File: config.mk
export PLATFORM = sky130hd
export DESIGN_NAME = counter_run_ctrl
export DESIGN_NICKNAME = d
export VERILOG_FILES = /design/src/rtl/counter_ctrl_pkg.sv /design/src/rtl/counter_step.sv /design/src/rtl/counter_run_ctrl.sv
export SDC_FILE = /design/constraint.sdc
export NUM_CORES = 1
export LEC_CHECK = 0
export ABC_AREA = 1
export ABC_CLOCK_PERIOD_IN_PS = 2600
export CAP_MARGIN = 20
export CORE_UTILIZATION = 30
export CTS_CLUSTER_SIZE = 20
export DETAILED_ROUTE_END_ITERATION = 8
export DONT_BUFFER_PORTS = 1
export GPL_TIMING_DRIVEN = 1
export HOLD_SLACK_MARGIN = 0.05
export MAX_ROUTING_LAYER = met4
export SYNTH_ARGS = -nofsm -noshare
export SYNTH_HDL_FRONTEND = slang
export SYNTH_HIERARCHICAL = 1
export SYNTH_SLANG_ARGS = --single-unit
File: constraint.sdc
create_clock -name CLK -period 2.6 [get_ports CLK]
set_clock_uncertainty 0.2 [all_clocks]
set_input_delay 0.26 -clock CLK [delete_from_list [all_inputs] [get_ports CLK]]
set_output_delay 0.26 -clock CLK [all_outputs]
set_load 0.02 [all_outputs]
File: src/rtl/counter_ctrl_pkg.sv
// counter_ctrl_pkg: shared types for the LED counter run controller.
//   run_state_e : IDLE / RUN / PAUSE / DONE controller states
//   DIR_UP/DIR_DN : encoding of the count direction bit
package counter_ctrl_pkg;

  typedef enum logic [1:0] {
    IDLE  = 2'd0,
    RUN   = 2'd1,
    PAUSE = 2'd2,
    DONE  = 2'd3
  } run_state_e;

  localparam logic DIR_UP = 1'b0;
  localparam logic DIR_DN = 1'b1;

endpackage

File: src/rtl/counter_step.sv
// counter_step: combinational next-count calculation for one TICK.
//   count      in  current count
//   dir        in  DIR_UP / DIR_DN
//   one_shot   in  1 = hold at terminal, 0 = wrap (or bounce)
//   pingpong   in  1 = bounce off the terminal instead of wrapping
//   next_count out value COUNT takes on this TICK
//   at_term    out count sits on the terminal for the current direction
//   wrap       out this step wraps or bounces
module counter_step
  import counter_ctrl_pkg::*;
#(
  parameter int WIDTH   = 4,
  parameter int MAX_VAL = 15
) (
  input  logic [WIDTH-1:0] count,
  input  logic             dir,
  input  logic             one_shot,
  input  logic             pingpong,
  output logic [WIDTH-1:0] next_count,
  output logic             at_term,
  output logic             wrap
);

  localparam logic [WIDTH-1:0] MAX = WIDTH'(MAX_VAL);
  localparam logic [WIDTH-1:0] ONE = WIDTH'(1);

  always_comb begin
    // >= keeps the up-wrap explicit at MAX even when MAX < 2^WIDTH-1
    at_term    = (dir == DIR_DN) ? (count == '0) : (count >= MAX);
    wrap       = 1'b0;
    next_count = (dir == DIR_DN) ? count - ONE : count + ONE;
    if (at_term) begin
      if (one_shot) begin
        next_count = count;
      end else if (pingpong) begin
        next_count = (dir == DIR_DN) ? ONE : MAX - ONE;
        wrap       = 1'b1;
      end else begin
        next_count = (dir == DIR_DN) ? MAX : '0;
        wrap       = 1'b1;
      end
    end
  end

endmodule

File: src/rtl/counter_run_ctrl.sv
// counter_run_ctrl: run/stop/direction controller for the LED counter.
// Optional feature: define CNT_PINGPONG_EN to add the PINGPONG port
// (bounce at the terminals instead of wrapping).
//   CLK       in  board clock
//   RST       in  synchronous active-high reset
//   TICK      in  step enable from the divider
//   START     in  run / resume request (level)
//   STOP      in  pause request (level, beats START)
//   DIR       in  0 = up, 1 = down
//   ONE_SHOT  in  1 = halt at terminal, 0 = wrap
//   LOAD      in  preset strobe, LOAD_VAL clamped to MAX_VAL
//   LOAD_VAL  in  preset value
//   PINGPONG  in  bounce mode (CNT_PINGPONG_EN only)
//   COUNT     out registered count
//   LED       out active-low LED bus, ~COUNT
//   RUNNING   out high in RUN
//   DONE      out high in DONE
//   WRAP      out one-cycle pulse on wrap / bounce
module counter_run_ctrl
  import counter_ctrl_pkg::*;
#(
  parameter int WIDTH   = 4,
  parameter int MAX_VAL = 15
) (
  input  logic             CLK,
  input  logic             RST,
  input  logic             TICK,
  input  logic             START,
  input  logic             STOP,
  input  logic             DIR,
  input  logic             ONE_SHOT,
  input  logic             LOAD,
  input  logic [WIDTH-1:0] LOAD_VAL,
`ifdef CNT_PINGPONG_EN
  input  logic             PINGPONG,
`endif
  output logic [WIDTH-1:0] COUNT,
  output logic [WIDTH-1:0] LED,
  output logic             RUNNING,
  output logic             DONE,
  output logic             WRAP
);

  localparam logic [WIDTH-1:0] MAX = WIDTH'(MAX_VAL);

  run_state_e       state;
  logic [WIDTH-1:0] count_q;
  logic             dir_q;
  logic             running_q;
  logic             done_q;
  logic             wrap_q;

  logic             pp_in;
  logic             pp_mode;
  logic [WIDTH-1:0] next_count;
  logic             at_term;
  logic             step_wrap;

`ifdef CNT_PINGPONG_EN
  assign pp_in = PINGPONG;
`else
  assign pp_in = 1'b0;
`endif
  // one-shot overrides bouncing
  assign pp_mode = pp_in & ~ONE_SHOT;

  counter_step #(.WIDTH(WIDTH), .MAX_VAL(MAX_VAL)) u_step (
    .count      (count_q),
    .dir        (dir_q),
    .one_shot   (ONE_SHOT),
    .pingpong   (pp_mode),
    .next_count (next_count),
    .at_term    (at_term),
    .wrap       (step_wrap)
  );

  always_ff @(posedge CLK) begin
    if (RST) begin
      state     <= IDLE;
      count_q   <= '0;
      dir_q     <= DIR_UP;
      running_q <= 1'b0;
      done_q    <= 1'b0;
      wrap_q    <= 1'b0;
    end else begin
      wrap_q <= 1'b0;
      if (LOAD) begin
        // LOAD swallows STOP/START/TICK of the same cycle
        count_q <= (LOAD_VAL > MAX) ? MAX : LOAD_VAL;
      end else begin
        case (state)
          IDLE, PAUSE: begin
            if (START && !STOP) begin
              state     <= RUN;
              dir_q     <= DIR;
              running_q <= 1'b1;
            end
          end
          counter_ctrl_pkg::DONE: begin
            if (START && !STOP) begin
              state     <= RUN;
              dir_q     <= DIR;
              count_q   <= (DIR == DIR_DN) ? MAX : '0;
              running_q <= 1'b1;
              done_q    <= 1'b0;
            end
          end
          RUN: begin
            if (STOP) begin
              state     <= PAUSE;
              running_q <= 1'b0;
            end else if (TICK) begin
              count_q <= next_count;
              wrap_q  <= step_wrap;
              if (ONE_SHOT && at_term) begin
                state     <= counter_ctrl_pkg::DONE;
                running_q <= 1'b0;
                done_q    <= 1'b1;
              end
              // bounce mode owns the direction while running
              if (pp_mode) begin
                if (at_term) dir_q <= ~dir_q;
              end else begin
                dir_q <= DIR;
              end
            end
          end
          default: begin
            state     <= IDLE;
            running_q <= 1'b0;
            done_q    <= 1'b0;
          end
        endcase
      end
    end
  end

  assign COUNT   = count_q;
  assign LED     = ~count_q;
  assign RUNNING = running_q;
  assign DONE    = done_q;
  assign WRAP    = wrap_q;

endmodule

==> flow_summary_export.csv, run 1 <==
group,metric,value,unit
cts,root_buffer,"clkbuf_4",
final_layout,final_nets,178,
placed_design,place_area,914.6,um2
power_and_ir_drop,p_int,0.0002767,W
final_layout,postLayoutCellArea,1067,um2
final_layout,synthToLayoutAreaGrowth,23.44,%
power_and_ir_drop,net-switching-power,0.0001788,W
drt,wl_per_cell,11.73,um
synth,synth_edf_count,0,
die,die_y,55.69,um
timing,fin_tns_setup,0,ns
synth,yosys_warnings,6,
power_and_ir_drop,power_frac_seq,40.9,%
grt,grt_max_degree,11,
synth,ys.flop_type,"dfxtp_1",
die,core_area,2734,um2
placed_design,globalplace.congestion,0.8552,
hold_path,hold_class,"in2reg",
timing,setup_viol,0,
final_layout,final_core_util,39.04,%
power_and_ir_drop,power,0.0004555,W
placed_design,portBuffers,0,
cts,cts.repair.resized,0,
synth,ys_types,26,
synth,syn_inst,143,
cts,cts_tree,"built",
timing,clock.fmax,402.2,MHz
grt,grt_pass1_wl,3926,um
power_and_ir_drop,netSwitchingFraction,39.26,%
final_layout,drive_gt1_share,13.66,%
die,dieArea,3101,um2
worst_setup_path,ff2ff_path_depth,6,
timing,hold_viol,0,
die,pin_count,23,
power_and_ir_drop,pwr-share-clk,24.6,%
grt,first_global_vias,869,
timing,period_share,95.64,%
die,chipWidth,55.69,um
cts,numCtsBuffers,3,
power_and_ir_drop,peakVddDrop,0.3248,mV
worst_setup_path,r2r_end,"dir_q$_SDFFE_PP0P_",
die,initial_core_util,31.62,%
placed_design,dp_hpwl,1686,um
worst_setup_path,end_kind,"flop",
worst_setup_path,worstSetupPathType,"in2reg",
grt,grtUsageTotal,16.10,%
drt,drcViolationCount,0,
worst_setup_path,startpoint,"LOAD",
power_and_ir_drop,power_density,426.8,nW/um2
drt,detailedRoute.firstPassIterationCount,4,
synth,synth_area,864.6,um2
cts,h-tree-depth,1,
synth,ys_seq_area_share,23.15,%
drt,drtIter0Drc,27,
synth,async_flop_share,0,%
job,maxCapViolations,0,
power_and_ir_drop,power_leakage,0.5265,nW
drt,totalWireLength,2252,um
worst_setup_path,r2r-start,"state[0]$_SDFFE_PP0P_",
drt,antenna_left,0,
worst_setup_path,cp_max_fo,7,
run_status,status,"completed",
worst_setup_path,critPathArrivalTime,2.51,ns
cts,path_clk_slew,0.07,ns
drt,avgViaCountPerCell,4.927,
cts,clk_latency,0.27,ns
grt,antenna_found_initial,0,
timing,rsz0062_at_grt,"no",
grt,grt_overflow_total,0,
cts,cts_buffer_depth,2,
power_and_ir_drop,pwr-share-comb,34.5,%
cts,post-cts-setup-buffers,0,
synth,synth-seq-cells,10,
worst_setup_path,cp_data_required_time,2.62,ns
cts,cts_hold_buf,13,
synth,syn_avg_cell_area,6.046,um2
timing,final_max_slew_viol_count,0,
cts,clock_sinks,10,
drt,via_count,946,
worst_setup_path,r2r_slack,0.16,ns
die,fp-row-count,19,
final_layout,diodes,0,
worst_setup_path,cp-endpoint,"dir_q$_SDFFE_PP0P_",
timing,finalCriticalPeriod,2.487,ns
worst_setup_path,cp-start-kind,"input pin",
state kept, by name, indices dropped and copies added (netlist names):
name and count:
DONE 1, RUNNING 1, COUNT 4, WRAP 1, state 2, dir_q 1
worst max-delay path, stage by stage:
cell and delay (ns):
dlygate4sd3_1 0.67, a21oi_2 0.23, nand3_1 0.08, dlygate4sd3_1 0.57
a21oi_1 0.14, dlygate4sd3_1 0.55
layer usage:
metal	routed length (um)	up-vias	track usage [%]
met1	961	429	18.10
met5	0	-	-
li1	-	480	-
met2	1153	30	28.06
met4	48	0	7.143
met3	88	7	2.558
Yosys cell counts (2+ instances only):
library cell,n,area share (%)
nand2_1,52,23
nor2_1,16,6.9
inv_1,14,6.1
nand3_1,14,8.1
dfxtp_1,10,23
a21oi_1,5,2.9
nand2_2,4,2.9
nand2_4,4,5.2
nand4_1,3,2.2
clkinv_1,2,0.87
ha_1,2,2.9
inv_2,2,0.87
nor2_4,2,2.6
through the flow:
stage | std cells | setup slack (ns) | hold slack, ns
detailed placement | 176 | 0.5017 | 0.1324
CTS | 192 | 0.1422 | 0.05495
finish | 192 | 0.1134 | 0.05379
global route | 192 | 0.04386 | 0.08045
global placement | 176 | 0.5065 | 0.1296
floorplan | 144 | 0.6548 | 0.1291
worst min path at each step:
stage	cells past startpoint	end	from	slack [ns]
5_1_grt	4	DONE$_SDFFE_PP0P_	LOAD	0.08
3_3_place_gp	1	RUNNING$_SDFFE_PP0P_	RST	0.13
4_1_cts	5	DONE$_SDFFE_PP0P_	LOAD	0.05
3_5_place_dp	1	dir_q$_SDFFE_PP0P_	RST	0.13
2_1_floorplan	1	RUNNING$_SDFFE_PP0P_	RST	0.13
6_report	5	DONE$_SDFFE_PP0P_	LOAD	0.05
kinds of logic after synthesis:
logic type / share of synthesized area [%]
simple gates: 52.97
buf+inv: 9.262
flops: 23.15
compound gates: 7.960
other cells: 0.4337
fa+ha+maj: 5.209
xor+xnor: 1.013
placed cells by master, fill, tap and decap left out, drive strengths merged:
cell / count
o22ai: 1
buf: 2
nor3: 1
clkbuf: 3
inv: 16
o21ai: 1
nor2: 18
nand2: 60
xnor2: 1
nand3: 15
or2: 1
a21oi: 7
dfxtp: 10
dlygate4sd3: 13
conb: 2
ha: 2
o31ai: 1
nand4: 3
fa: 1
clkinv: 3
area by class of cell:
cell class | count | area, um2
clock buffer | 3 | 22.52
fill | 283 | 1667
inverter | 19 | 72.57
multi-input combinational | 114 | 588.1
sequential | 10 | 200.2
tap | 31 | 38.79
timing repair buffer | 15 | 145.1
power by group through the flow:
stage	Clock, W	Combinational [W]	Sequential (W)
2_1_floorplan	0	0.000114	0.000189
3_3_place_gp	0	0.000136	0.000190
3_5_place_dp	0	0.000138	0.000190
4_1_cts	0.000111	0.000155	0.000187
5_1_grt	0.000121	0.000176	0.000189
6_report	0.000112	0.000157	0.000186
Note: power is estimated with default switching activity, not from simulation.
==> run 2: changes to the inputs <==
--- a/config.mk
+++ b/config.mk
@@ -6,9 +6,10 @@
 export NUM_CORES = 1
 export LEC_CHECK = 0
 export ABC_AREA = 1
-export ABC_CLOCK_PERIOD_IN_PS = 2600
+export ABC_CLOCK_PERIOD_IN_PS = 3000
 export CAP_MARGIN = 20
 export CORE_UTILIZATION = 30
+export CTS_BUF_LIST = sky130_fd_sc_hd__clkbuf_2 sky130_fd_sc_hd__clkbuf_4 sky130_fd_sc_hd__clkbuf_8
 export CTS_CLUSTER_SIZE = 20
 export DETAILED_ROUTE_END_ITERATION = 8
 export DONT_BUFFER_PORTS = 1
==> constraint.sdc (replaced) <==
create_clock -name CLK -period 3 [get_ports CLK]
set_clock_uncertainty 0.2 [all_clocks]
set_input_delay 0.3 -clock CLK [delete_from_list [all_inputs] [get_ports CLK]]
set_output_delay 0.3 -clock CLK [all_outputs]
set_load 0.02 [all_outputs]
==> run 2 against run 1 <==
Effect of this change:
- via count decreased by 5.7%
- worst hold slack improved by 0.010 ns
- final area decreased by 5.7%
- sequential share of layout area increased by 1.1 points
- routed wire length decreased by 7.1%
- clock-buffer cell count increased by 1
- clock power increased by 9%
- non-clock buffer count decreased by 8
- critical path depth increased by 4
- core utilization decreased by 2.2 points
- highest routed layer unchanged
==> flow_summary_export.csv, run 2 (synthesized netlist as in run 1, its figures left out) <==
group,metric,value,unit
run_status,status,"completed",
cts,cts_tree,"built",
timing,hold_viol,0,
cts,root_buffer,"clkbuf_4",
die,initial_core_util,31.62,%
cts,clk_latency,0.27,ns
final_layout,drive_gt1_share,13.64,%
grt,first_global_vias,851,
placed_design,globalplace.congestion,0.8858,
final_layout,largest_reg_flops,4,
placed_design,dp_slack,0.8427,ns
cts,clock_sinks,10,
placed_design,dp_hpwl,1599,um
worst_setup_path,cp_data_required_time,2.95,ns
cts,path_clk_slew,0.07,ns
timing,worst_slack,0.6934,ns
worst_setup_path,cp_max_fo,7,
grt,grt_pass1_wl,3657,um
final_layout,postLayoutCellArea,1006,um2
drt,wl_per_cell,11.31,um
final_layout,diodes,0,
cts,h-tree-depth,1,
drt,avgViaCountPerCell,4.822,
worst_setup_path,end_kind,"flop",
placed_design,place_area,899.6,um2
die,chipWidth,55.69,um
worst_setup_path,critPathMaxStageDelay,0.60,ns
drt,wl_met3,77,um
worst_setup_path,path_cells,"nand3_2, nor2_4, inv_2, nand2_4, nand3_1, nand3_1, nand2_1, nand2_1, a21oi_1, dlygate4sd3_1",
grt,grt_overflow_total,0,
timing,finalHoldWorstSlack,0.06405,ns
cts,numCtsBuffers,3,
worst_setup_path,cpLargestDelayFamily,"simple AND/OR/NAND/NOR gates",
final_layout,synthToLayoutAreaGrowth,16.35,%
power_and_ir_drop,power_leakage,0.4956,nW
timing,final_max_slew_viol_count,0,
drt,wl_met1,927,um
drt,drtIter0Drc,21,
timing,fin_tns_setup,0,ns
die,die_y,55.69,um
drt,totalWireLength,2092,um
drt,drcViolationCount,0,
drt,via_count,892,
drt,antenna_left,0,
drt,top_layer,"met4",
cts,cts.repair.resized,0,
worst_setup_path,cp-start-kind,"flop",
worst_setup_path,crit_buf_inv,2,
worst_setup_path,critPathArrivalTime,2.26,ns
grt,grt_max_degree,11,
final_layout,layout_commonest_cell,"nand2_1",
timing,clock.fmax,433.5,MHz
hold_path,hold_class,"in2reg",
die,core_area,2734,um2
grt,antenna_found_initial,0,
timing,setup_viol,0,
timing,rsz0062_at_grt,"no",
power_and_ir_drop,peakVddDrop,0.2760,mV
power_and_ir_drop,power_density,406.3,nW/um2
drt,detailedRoute.firstPassIterationCount,4,
placed_design,portBuffers,0,
worst_setup_path,worstSetupPathType,"reg2reg",
final_layout,final_cell_mix,"nand2_1 (52), nor2_1 (16), inv_1 (14), nand3_1 (14), dfxtp_1 (10)",
die,fp-row-count,19,
drt,dr_wl_met2,1080,um
grt,grtUsageTotal,14.84,%
worst_setup_path,slowest_stage,"dfxtp_1",
timing,finalCriticalPeriod,2.307,ns
cts,cts_buffer_depth,2,
timing,period_share,76.89,%
die,pin_count,23,
die,dieArea,3101,um2
job,maxCapViolations,0,
final_layout,final_nets,170,
[run 2: layout make-up]
cell class              instances  area, um2
repair buffers                  7      70.07
clock buffers                   4      36.28
multi-input cells             114      588.1
flip-flops and latches         10      200.2
fillers                       285       1728
inverters                      19      72.57
well taps                      31      38.79
[run 2: path summary, 6_finish.rpt]
check	cells after the start	to	slack, ns	startpoint
setup reg to reg	10	RUNNING$_SDFFE_PP0P_	0.69	COUNT[0]$_SDFFE_PP0P_
setup / recovery	10	RUNNING$_SDFFE_PP0P_	0.69	COUNT[0]$_SDFFE_PP0P_
hold / removal	4	COUNT[1]$_SDFFE_PP0P_	0.06	LOAD
hold reg to reg	2	dir_q$_SDFFE_PP0P_	0.42	dir_q$_SDFFE_PP0P_
[run 2: per-stage QoR]
stage	std cells	util, %	power (W)
2_1_floorplan	144	-	0.0002626
3_3_place_gp	174	32.91	0.0002802
3_5_place_dp	174	32.91	0.0002823
4_1_cts	185	36.80	0.0004119
5_1_grt	185	36.80	0.0004420
6_report	185	36.80	0.0004088
[run 2: where the power goes]
| part | internal [W] | switching, W | total [W] |
|---|---|---|---|
| sequential | 0.000142 | 0.0000240 | 0.000166 |
| clock | 0.0000737 | 0.0000481 | 0.000122 |
| combinational | 0.0000439 | 0.0000771 | 0.000121 |
[run 2: routing by layer]
| metal | vias to the layer above | track usage (%) |
|---|---|---|
| met5 | - | - |
| met4 | 0 | 6.786 |
| met3 | 2 | 2.093 |
| met2 | 19 | 25.82 |
| met1 | 404 | 16.79 |
| li1 | 467 | - |
[run 2: timing repair]
item	CTS	global route
hold endpoints to repair	9	0
hold buffers	7	0
buffers inserted	0	0
[run 2: worst reg2reg max path, stage by stage (launching register included)]
cell           delay, ns
dfxtp_1             0.60
nand3_2             0.16
nor2_4              0.16
inv_2               0.06
nand2_4             0.09
nand3_1             0.07
nand3_1             0.10
nand2_1             0.08
nand2_1             0.06
a21oi_1             0.05
dlygate4sd3_1       0.57
